`src/rtl/sprinkler_pkg.sv`:
```
// Shared types and helpers for the sprinkler zone sequencer.
// Zone selection helpers keep the zone-stepping rules in one place.
package sprinkler_pkg;

    localparam int NUM_ZONES = 4;
    localparam int ZONE_W    = 2;

    typedef enum logic [1:0] {
        IDLE = 2'd0,
        RUN  = 2'd1,
        GAP  = 2'd2
    } state_t;

    typedef struct packed {
        logic              found;
        logic [ZONE_W-1:0] idx;
    } zone_hit_t;

    function automatic logic [NUM_ZONES-1:0] onehot4(
        input logic [ZONE_W-1:0] sel
    );
        return 4'b0001 << sel;
    endfunction

    // Next enabled zone strictly above cur; descending scan so the lowest wins.
    function automatic zone_hit_t next_zone(
        input logic [NUM_ZONES-1:0] mask,
        input logic [ZONE_W-1:0]    cur
    );
        zone_hit_t r;
        r = '0;
        for (int i = NUM_ZONES - 1; i >= 0; i--) begin
            if (mask[i] && (ZONE_W'(i) > cur)) begin
                r.found = 1'b1;
                r.idx   = ZONE_W'(i);
            end
        end
        return r;
    endfunction

    function automatic zone_hit_t first_zone(
        input logic [NUM_ZONES-1:0] mask
    );
        zone_hit_t r;
        r = '0;
        for (int i = NUM_ZONES - 1; i >= 0; i--) begin
            if (mask[i]) begin
                r.found = 1'b1;
                r.idx   = ZONE_W'(i);
            end
        end
        return r;
    endfunction

endpackage

```
`src/rtl/sprinkler_zone_sequencer_tick_prescaler.sv`:
```
// Free-running divider that pulses tick on the last of every TICK_DIV
// enabled cycles; clr restarts the count from zero.
module tick_prescaler #(
    parameter int TICK_DIV = 4
) (
    input  logic clk,
    input  logic rst,
    input  logic clr,
    input  logic en,
    output logic tick
);

    localparam int CW = (TICK_DIV > 1) ? $clog2(TICK_DIV) : 1;
    localparam logic [CW-1:0] LAST = CW'(TICK_DIV - 1);

    logic [CW-1:0] cnt;

    always_ff @(posedge clk) begin
        if (rst || clr) begin
            cnt <= '0;
        end else if (en) begin
            cnt <= (cnt == LAST) ? '0 : cnt + 1'b1;
        end
    end

    assign tick = en && (cnt == LAST);

endmodule

```
`src/rtl/sprinkler_zone_sequencer.sv`:
```
// Steps enabled sprinkler zones in ascending order, one valve at a time,
// with an all-closed gap between zones and a start/abort/busy/done handshake.
module sprinkler_zone_sequencer
    import sprinkler_pkg::*;
#(
    parameter int TIME_W     = 8,
    parameter int TICK_DIV   = 4,
    parameter int GAP_CYCLES = 4
) (
    input  logic              clk,
    input  logic              rst,
    input  logic              start,
    input  logic              abort,
    input  logic [3:0]        zone_en,
    input  logic [TIME_W-1:0] run_time,
    output logic [1:0]        sel,
    output logic [3:0]        valve,
    output logic              busy,
    output logic              done
);

    localparam int GW = (GAP_CYCLES > 1) ? $clog2(GAP_CYCLES) : 1;
    localparam logic [GW-1:0] GAP_LAST = GW'(GAP_CYCLES - 1);

    state_t state_q;
    state_t state_d;

    logic [NUM_ZONES-1:0] mask_q;
    logic [TIME_W-1:0]    run_q;
    logic [TIME_W-1:0]    tick_cnt;
    logic [GW-1:0]        gap_cnt;

    logic [ZONE_W-1:0]    sel_d;
    logic [3:0]           valve_d;
    logic                 busy_d;
    logic                 done_d;

    logic      in_run;
    logic      tick;
    logic      last_tick;
    logic      gap_end;
    logic      accept;
    zone_hit_t first;
    zone_hit_t nxt;

    assign in_run    = (state_q == RUN);
    assign last_tick = tick && (tick_cnt == run_q - TIME_W'(1));
    assign gap_end   = (state_q == GAP) && (gap_cnt == GAP_LAST);
    assign accept    = (state_q == IDLE) && start && !abort;
    assign first     = first_zone(zone_en);
    assign nxt       = next_zone(mask_q, sel);

    // Cleared whenever not running so every RUN entry starts a fresh tick.
    tick_prescaler #(
        .TICK_DIV(TICK_DIV)
    ) u_prescaler (
        .clk (clk),
        .rst (rst),
        .clr (!in_run),
        .en  (in_run),
        .tick(tick)
    );

    always_ff @(posedge clk) begin
        if (rst || !in_run) begin
            tick_cnt <= '0;
        end else if (tick) begin
            tick_cnt <= tick_cnt + 1'b1;
        end
    end

    always_ff @(posedge clk) begin
        if (rst || (state_q != GAP)) begin
            gap_cnt <= '0;
        end else begin
            gap_cnt <= gap_cnt + 1'b1;
        end
    end

    always_ff @(posedge clk) begin
        if (rst) begin
            state_q <= IDLE;
            sel     <= '0;
            valve   <= '0;
            busy    <= 1'b0;
            done    <= 1'b0;
            mask_q  <= '0;
            run_q   <= '0;
        end else begin
            state_q <= state_d;
            sel     <= sel_d;
            valve   <= valve_d;
            busy    <= busy_d;
            done    <= done_d;
            if (accept) begin
                mask_q <= zone_en;
                run_q  <= run_time;
            end
        end
    end

    always_comb begin
        state_d = state_q;
        sel_d   = sel;
        valve_d = valve;
        busy_d  = busy;
        done_d  = 1'b0;
        unique case (state_q)
            IDLE: begin
                if (accept) begin
                    if (!first.found || (run_time == '0)) begin
                        done_d = 1'b1;
                    end else begin
                        state_d = RUN;
                        sel_d   = first.idx;
                        valve_d = onehot4(first.idx);
                        busy_d  = 1'b1;
                    end
                end
            end
            RUN: begin
                if (abort) begin
                    state_d = IDLE;
                    valve_d = '0;
                    busy_d  = 1'b0;
                end else if (last_tick) begin
                    valve_d = '0;
                    if (nxt.found) begin
                        // Move the mux select now so it settles during the gap.
                        state_d = GAP;
                        sel_d   = nxt.idx;
                    end else begin
                        state_d = IDLE;
                        busy_d  = 1'b0;
                        done_d  = 1'b1;
                    end
                end
            end
            GAP: begin
                if (abort) begin
                    state_d = IDLE;
                    valve_d = '0;
                    busy_d  = 1'b0;
                end else if (gap_end) begin
                    state_d = RUN;
                    valve_d = onehot4(sel);
                end
            end
            default: begin
                state_d = IDLE;
                valve_d = '0;
                busy_d  = 1'b0;
            end
        endcase
    end

endmodule

```
`config.mk`:
```
export PLATFORM = sky130hd
export DESIGN_NAME = sprinkler_zone_sequencer
export DESIGN_NICKNAME = d
export VERILOG_FILES = /design/src/rtl/sprinkler_pkg.sv /design/src/rtl/sprinkler_zone_sequencer_tick_prescaler.sv /design/src/rtl/sprinkler_zone_sequencer.sv
export SDC_FILE = /design/constraint.sdc
export NUM_CORES = 1
export LEC_CHECK = 0
export ABC_AREA = 1
export ABC_CLOCK_PERIOD_IN_PS = 2400
export BUFFER_PORTS_ARGS = -buffer_cell sky130_fd_sc_hd__buf_2
export CAP_MARGIN = 20
export CORE_MARGIN = 4
export CORE_UTILIZATION = 57
export CTS_CLUSTER_DIAMETER = 50
export DETAILED_ROUTE_END_ITERATION = 10
export PLACE_DENSITY = 0.79
export SYNTH_ARGS = -nofsm -noshare
export SYNTH_HDL_FRONTEND = slang
export SYNTH_SLANG_ARGS = --single-unit
```
`constraint.sdc`:
```
create_clock -name clk -period 2.4 [get_ports clk]
set_clock_uncertainty 0.2 [all_clocks]
set_input_delay 0.48 -clock clk [delete_from_list [all_inputs] [get_ports clk]]
set_output_delay 0.48 -clock clk [all_outputs]
set_load 0.1 [all_outputs]
```
---- Word-level counts from Yosys, hierarchy flattened ----
Cells that the tools add are included.
W data, S select, Z words.
operators by class
  add/sub/neg operators ................... 4
  order comparisons ....................... 4
  equality and inequality tests ........... 15
  shift operators ......................... 2
  muxes and demuxes ....................... 43
  reduce and logical (&&, ||, !) cells .... 21
operators with widths
  cell                   number
  $mux W2                13
  $mux W3                8
  $mux W4                6
  $pmux W4 S3            1
  $mux W1                11
  $ne A2 B2 Y1 const B   5
  $logic_and A1 B1 Y1    9
  $add A8 B1 Y8 const B  1
  $eq A8 B8 Y1           1
  $logic_not A8 Y1       1
  $shl A1 B2 Y4 const A  2
  $sub A8 B1 Y8 const B  1
  $eq A2 B2 Y1 const B   3
  $ne A3 B3 Y1 const B   2
  $pmux W2 S3            1
  $reduce_and A6 Y1      1
  $reduce_and A5 Y1      1
  $add A2 B1 Y2 const B  2
  $gt A1 B2 Y1 const A   2
  $gt A2 B2 Y1 const A   2
  $ne A2 B1 Y1 const B   2
  $pmux W2 S2            1
  $reduce_and A4 Y1      1
  $logic_not A1 Y1       3
  7 further kinds        9
word-level totals
  flip-flop bits (word level) ............. 34
  output and inout bits ................... 8
  logic and storage cells ................. 99

---- Logic depth before layout (Yosys ltp) ----
Gate-level depths: netlist of the first run.
  depth after elaboration ................. 10
  mapped depth ............................ 16

---- Modules after synthesis ----
Synthesis of the first run repeated with hierarchy kept, for this count alone.
second synthesis, totals
  cells, all modules ...................... 281
  area, all modules ....................... 1835.5 um^2
by module, submodules not included
  module                    times used  cells each  area an instance (um^2)  seq. area each (um^2)
  sprinkler_zone_sequencer  1           265         1730.4                   620.6
  tick_prescaler            1           16          105.1                    40.0

---- Worst setup path after synthesis of the first run ----
Ideal clock, no wire load.
  kind .................................... register to register
  start ................................... register sel[1]
  end ..................................... register busy
  arrival ................................. 1937 ps
  data required time ...................... 2080 ps
  path slack .............................. 142 ps
  cell stages (with the launch flop) ...... 10
  buffers on the path ..................... 0
  path through ............................ dfxtp_1 > nand2_1 > nand2_1 > o21ai_0 > nor2_1 > nor2_1 > nor3_1 > nand2_1 > nand2_1 > a21oi_1
on the way
  word-level cells in the longest chain between the ends .. 8
  elaborated cells on any way between the ends .. 14
  those cells by class .................... order compare (4); eq/ne (1); mux (4); reduce/logical (5)
RTL lines
  what                                    line                            text
  start, declared                         sprinkler_zone_sequencer.sv:16  output logic [1:0] sel,
  start signal, assigned                  sprinkler_zone_sequencer.sv:91  sel <= sel_d;
  $gt A2 B2 Y1                            sprinkler_pkg.sv:33             if (mask[i] && (ZONE_W'(i) > cur)) begin
  $logic_and A1 B1 Y1                     sprinkler_pkg.sv:33
  $mux W3 (3 in series)                   sprinkler_pkg.sv:33
  $mux W3 (*)                             sprinkler_pkg.sv:33
  $ne A3 B3 Y1 (no source line) (*)       n/a
  $reduce_and A5 Y1 (no source line) (*)  n/a
  end signal, assigned                    sprinkler_zone_sequencer.sv:93  busy <= busy_d;
  end, declared                           sprinkler_zone_sequencer.sv:18  output logic busy,
Mark *: on every way between the ends. The rest lies on a longest branch, timed or not.
A chain may end at the register's enable or synchronous reset.

---- Final worst setup path of the first run ----
  start ................................... register run_q[0]
  end ..................................... register valve[3]
on the way
  word-level cells in the longest chain between the ends .. 5
RTL lines
  what                                line                            text
  start, declared                     sprinkler_zone_sequencer.sv:29  logic [TIME_W-1:0] run_q;
  start signal, assigned              sprinkler_zone_sequencer.sv:97  run_q <= run_time;
  $sub A8 B1 Y8                       sprinkler_zone_sequencer.sv:47  assign last_tick = tick && (tick_cnt == run_q - TIME_W'(1));
  $eq A8 B8 Y1                        sprinkler_zone_sequencer.sv:47
  $logic_and A1 B1 Y1                 sprinkler_zone_sequencer.sv:47
  $ne A3 B2 Y1 (no source line)       n/a
  $reduce_and A4 Y1 (no source line)  n/a
  end signal, assigned                sprinkler_zone_sequencer.sv:92  valve <= valve_d;
  end, declared                       sprinkler_zone_sequencer.sv:17  output logic [3:0] valve,
No other way between the ends.

==> results of run 1 <==
how the worst max path moves through the flow:
stage | from | to | slack (ns)
after floorplan | sel[1]$_SDFFE_PP0P_ | busy$_SDFFE_PP0P_ | 0.14
after global placement | run_q[0]$_SDFFE_PP0P_ | valve[0]$_SDFFE_PP0P_ | 0.37
after detailed placement | run_q[0]$_SDFFE_PP0P_ | valve[3]$_SDFFE_PP0P_ | 0.33
after CTS | run_q[0]$_SDFFE_PP0P_ | valve[3]$_SDFFE_PP0P_ | 0.30
after global routing | run_q[0]$_SDFFE_PP0P_ | valve[3]$_SDFFE_PP0P_ | 0.12
final | run_q[0]$_SDFFE_PP0P_ | valve[3]$_SDFFE_PP0P_ | 0.34
routing by layer:
metal	GRT usage [%]	share of wire (%)	up-vias
met3	5.72	3.1	8
li1	-	-	950
met1	20.6	45	806
met4	7.92	2.0	0
met2	34.4	50	18
met5	0	0	-
cell usage in the layout, fill, tap and decap left out, drive strengths merged:
cell,Yosys,final
nand2,62,62
nor2,54,54
inv,50,50
dfxtp,33,33
buf,1,24
a21oi,19,19
nand3,16,16
o21ai,16,16
nor3,6,6
clkbuf,2,6
o22ai,4,4
ha,4,4
xor2,3,3
nand3b,2,2
nand4,2,2
o31ai,2,2
clkinv,0,2
xnor2,1,1
a22oi,1,1
a31oi,1,1
o32ai,1,1
a211oi,1,1
and3,1,1
kinds of logic (layout without fill, tap and decap cells):
| logic type | count (synthesis) | in the layout | share of synthesized area [%] |
|---|---|---|---|
| adder cells (fa/ha/maj) | 4 | 4 | 2.75 |
| flip-flops | 33 | 33 | 36.2 |
| AO/OA/AOI/OAI | 45 | 45 | 13.5 |
| AND/OR/NAND/NOR | 143 | 143 | 34.7 |
| XOR/XNOR | 4 | 4 | 1.92 |
| buffers and inverters | 53 | 82 | 11.0 |
state kept, by name, summed over array words and instances (netlist names):
name	count
valve	4
done	1
run_q	8
gap_cnt	2
sel	2
mask_q	3
busy	1
tick_cnt	8
u_prescaler.cnt	2
state_q	2
power breakdown:
part	internal, mW	switching [mW]	total (mW)
registers	0.584	0.0288	0.613
logic	0.115	0.310	0.425
clock network	0.111	0.182	0.293
final cells by class:
class	instances	area (um^2)	share of cell area, %
Clock buffer	6	41.3	2.02
Tap cell	44	55.1	2.70
Multi-Input combinational cell	196	962	47.2
Clock inverter	2	10.0	0.491
Sequential cell	33	661	32.4
Inverter	50	188	9.20
Timing Repair Buffer	24	123	6.01
==> metrics, run 1 <==
Power Density 653 mW/mm^2; sequential share of the synthesized area between 30% and 40%; routed len/inst 10.1 um; synthesized area around 0.0018 mm^2; WP depth 16; Syn Area/Cell 6.46 um^2; CP bufs+invs 1; die footprint between 0.004 and 0.005 mm^2; CTS tree yes; Initial Util 59.7%; cell total after placement 347; distinct cell type count after synthesis 29; Max Cap Viol 0; Antenna Cells 0; nets 330; GRT overflow 0; worst-margin pin slew 0.504 ns; GRT Total Usage 19.1%; slowest stage delay, CP approximately 0.34 ns; initial antenna violation count 0; dpl cell area 0.00199 mm^2; Synth area leaders dfxtp_1 (36%), nand2_1 (12%), nor2_1 (9.5%); Detail Placement HPWL 2.91 mm; # resized after CTS 0; Crit. End Element flip-flop; status finished, final reports clean; Tmin final 2.06 ns; Finished Cell Area 0.00204 mm^2; core area 0.00305 mm^2; critical-path cell list inv_2 -> ha_1 -> nand2_2 -> nor2_2 -> nand2_1 -> nand2_1 -> nand2_1 -> nand2_1 -> nand2_1 -> nor2_2 -> nand2_2 -> nand2_4 -> nand3_4 -> nand2_1 -> nand2_1 -> nor2_1; cells after synthesis 282; peak supply drop 0.384 mV; Clk pin slew, worst setup/hold paths 0.09 ns; Pins Over Slew Limit 0; Pre-Repair DR Iteration Count 4; Vias/cell between 5 and 6; critical path class reg2reg; layout cell share with drive strength beyond 1 between 10% and 20%; Detailed Route WL 3.60 mm; Synth top cells by count nand2_1 (58), nor2_1 (46), inv_1 (45), dfxtp_1 (33), a21oi_1 (19); Core Rows 20; Num CTS Buffers 5; worst path arrival time 2.14 ns; hold_ws 0.173 ns; final hold vios 0; cell with the most instances after synthesis nand2_1; hold endpoint state_q[1]$_SDFFE_PP0P_; Post-synth EDFFs 0; CP max FO 8; Root Buffer clkbuf_4; CTS max path bufs 2; CP max stage cell dfxtp_1; Slew headroom 66.4%; largest net degree at the start of global routing 21; worst slack, placed 0.330 ns; Hold Startpoint rst; clk_lat worst skew 0.34 ns; CTS Sinks 33; DR vias 1782; flip-flop and latch count after synthesis 33; post-synthesis net count 302; Chip Width 64.6 um; worst reg-to-reg setup slack 0.34 ns; GPL Wtd Cong 0.794; io pins 24; area share of the largest cell type after synthesis 36.2%; Syn-to-layout area delta 11.9%; DRC viols 0; fmax around 490 MHz; Final Core Density 66.8%; Post-synth top flop dfxtp_1; Lkg Pwr 0.990 nW; Syn. warnings 0; Synth area leader dfxtp_1; Startpoint Class flip-flop; RSZ-0062 raised after global routing no; cell repeated most along the worst path nand2_1; Chip Height 64.6 um; ys async rst share 0%; final setup margin 0.339 ns; period utilization between 80 and 90%; worst-case reg-to-reg path depth 16; Pwr Total 1.33 mW; ANT nets after route 0; Setup-failing EPs final 0; FF-to-FF End valve[3]$_SDFFE_PP0P_; Setup TNS Final 0 ns; Hold Crit Class in2reg; first-pass GRT wire length 6.30 mm; Finished Layout Cells roughly 360; port buffer count 23; WHS Path Cells 2; # Post-CTS Setup Buffers 0; H-tree levels 2; initial drt markers slightly below 100; worst r2r src run_q[0]$_SDFFE_PP0P_; hold buffer count at CTS 0; CP delay by family, top simple AND/OR/NAND/NOR gates; number of global-route vias before repair about 1600; WP data required roughly 2.5 ns; fillers 317
No activity file was read; power rests on OpenSTA's default activity.
==> inputs of run 2 (changes only) <==
--- a/config.mk
+++ b/config.mk
@@ -13,6 +13,7 @@
 export CORE_UTILIZATION = 57
 export CTS_CLUSTER_DIAMETER = 50
 export DETAILED_ROUTE_END_ITERATION = 10
+export HOLD_SLACK_MARGIN = 0.12
 export PLACE_DENSITY = 0.79
 export SYNTH_ARGS = -nofsm -noshare
 export SYNTH_HDL_FRONTEND = slang
==> constraint.sdc (replaced) <==
create_clock -name clk -period 2.4 [get_ports clk]
set_clock_uncertainty 0.2 [all_clocks]
set_input_delay 0 -clock clk [delete_from_list [all_inputs] [get_ports clk]]
set_output_delay 0 -clock clk [all_outputs]
set_load 0.1 [all_outputs]
==> metrics, run 2 (synthesized netlist as in run 1, its figures left out) <==
M1 wire length 1.83 mm (+13%); layout cell share with drive strength beyond 1 15.0% (-0.79 points); CTS Sinks 33 (unchanged); final hold vios 0 (unchanged); Finished Layout Cells 378 (+6.5%); CP max stage cell dlygate4sd3_1; worst path arrival time 2.18 ns (+0.04 ns); Core Rows 20 (unchanged); routed len/inst 11.8 um (+17%); critical-path cell list nor2_2 -> nand3_1 -> buf_4 -> o21ai_0 -> a21oi_1 -> dlygate4sd3_1; GPL Wtd Cong 0.799 (+0.60%); initial antenna violation count 0 (unchanged); Antenna Cells 0 (unchanged); number of global-route vias before repair 1835 (+15%); top flop regs run_q (8), tick_cnt (8), valve (4); Max Cap Viol 0 (unchanged); Pins Over Slew Limit 0 (unchanged); Clock power frac 23.2% (+1.2 points); Startpoint Class flip-flop; Vias/cell 5.15 (+2.6%); Syn-to-layout area delta 25.5%; metal3 WL 210 um (+88%); P_sw 0.544 mW (+4.5%); largest net degree at the start of global routing 21 (unchanged); die footprint 0.00417 mm^2 (unchanged); Initial Util 59.7% (unchanged); fmax 466 MHz (-3.9%); status finished, final reports clean; Power Density 617 mW/mm^2 (-5.5%); Root Buffer clkbuf_4; H-tree levels 2 (unchanged); Setup-failing EPs final 0 (unchanged); clk_lat worst skew 0.35 ns (about the same); Lkg Pwr 1.09 nW (+10%); first-pass GRT wire length 7.80 mm (+24%); CTS max path bufs 2 (unchanged); core area 0.00305 mm^2 (unchanged); WP data required 2.44 ns (-0.03 ns); initial drt markers 130 (+31%); Clk pin slew, worst setup/hold paths 0.10 ns (about the same); DR vias 1947 (+9.3%); Chip Height 64.6 um (unchanged); Pre-Repair DR Iteration Count 4 (unchanged); commonest non-fill, non-tap cell in the layout nand2_1; CP max FO 17 (+9); Tmin final 2.14 ns (+0.0826 ns); Setup TNS Final 0 ns (unchanged); Logic pwr share 33.3% (+1.4 points); Crit. End Element flip-flop; nets 354 (+7.3%); Num CTS Buffers 5 (unchanged); P_int 0.868 mW (+7.0%); io pins 24 (unchanged); Detailed Route WL 4.48 mm (+24%); GRT Total Usage 23.8% (+4.7 points); peak supply drop 0.455 mV (+19%); GRT overflow 0 (unchanged); CTS tree yes; DRC viols 0 (unchanged); Hold Crit Class in2reg; ANT nets after route 0 (unchanged); Detail Placement HPWL 2.90 mm (-0.28%); Slew headroom 63.1% (-3.3 points); cell total after placement 347 (unchanged); Sequential Power Share 43.4% (-2.6 points); RSZ-0062 raised after global routing no; period utilization 89.3% (+3.4 points); max layer used met4; worst-margin pin slew 0.553 ns (+0.0497 ns); Sw Share 38.5% (-0.57 points); slowest stage delay, CP 0.56 ns (+0.22 ns); port buffer count 23 (unchanged); critical path class reg2reg; most frequent cells in the layout nand2_1 (58), inv_1 (45), nor2_1 (45); met2 WL 2.28 mm (+27%); fillers 256 (-19%); Chip Width 64.6 um (unchanged)
## run 2: power groups by stage
stage	Sequential [mW]	Clock [mW]	Combinational [mW]
6_report	0.613	0.328	0.471
5_1_grt	0.618	0.361	0.521
4_1_cts	0.613	0.327	0.459
3_5_place_dp	0.625	0	0.425
3_3_place_gp	0.625	0	0.419
2_1_floorplan	0.744	0	0.226
## run 2: area by class of cell
| class | count | area (um^2) | area share, % |
|---|---|---|---|
| inverter | 50 | 188 | 8.20 |
| sequential | 33 | 661 | 28.9 |
| multi-input combinational | 196 | 967 | 42.3 |
| tap | 44 | 55.1 | 2.41 |
| clock buffer | 7 | 55.1 | 2.41 |
| timing repair buffer | 48 | 363 | 15.9 |
## run 2: what timing repair did
item | CTS | global route
resized for setup | 0 | 2
endpoints found under the hold margin | 33 | 0
endpoints found under the setup margin | 0 | 1
setup buffers | 0 | 0
hold buffers | 24 | 0
## run 2: path summary, 6_finish.rpt
path / startpoint / end / slack [ns] / depth (start not counted)
hold / removal: rst / busy$_SDFFE_PP0P_ / 0.20 / 3
setup / recovery: state_q[0]$_SDFFE_PP0P_ / run_q[4]$_SDFFE_PP0P_ / 0.26 / 6
hold reg to reg: gap_cnt[0]$_SDFF_PP0_ / gap_cnt[0]$_SDFF_PP0_ / 0.24 / 1
setup reg to reg: state_q[0]$_SDFFE_PP0P_ / run_q[4]$_SDFFE_PP0P_ / 0.26 / 6
## run 2: metrics by stage
stage / power, mW / cell area [um^2] / util (%) / setup WS [ns] / hold WS (ns)
global placement: 1.04 / 1990 / 65.1 / 0.416 / 0.0326
CTS: 1.40 / 2280 / 74.8 / 0.330 / 0.196
finish: 1.41 / 2290 / 75.0 / 0.256 / 0.199
global route: 1.50 / 2290 / 75.0 / 0.0530 / 0.224
detailed placement: 1.05 / 1990 / 65.1 / 0.378 / 0.0303
floorplan: 0.970 / 1820 / - / 0.142 / -0.131
## run 2: routing by layer
layer	global-route usage (%)	vias to the layer above
met5	0	-
met4	11.6	0
met3	6.24	17
met2	43.3	55
met1	25.3	883
li1	-	992
## run 2: worst max-delay path: cells and delay by family, from the launching register on
kind | cells | cell delay [ns]
compound gates | 2 | 0.33
flops | 1 | 0.35
buf+inv | 2 | 0.78
simple gates | 2 | 0.38
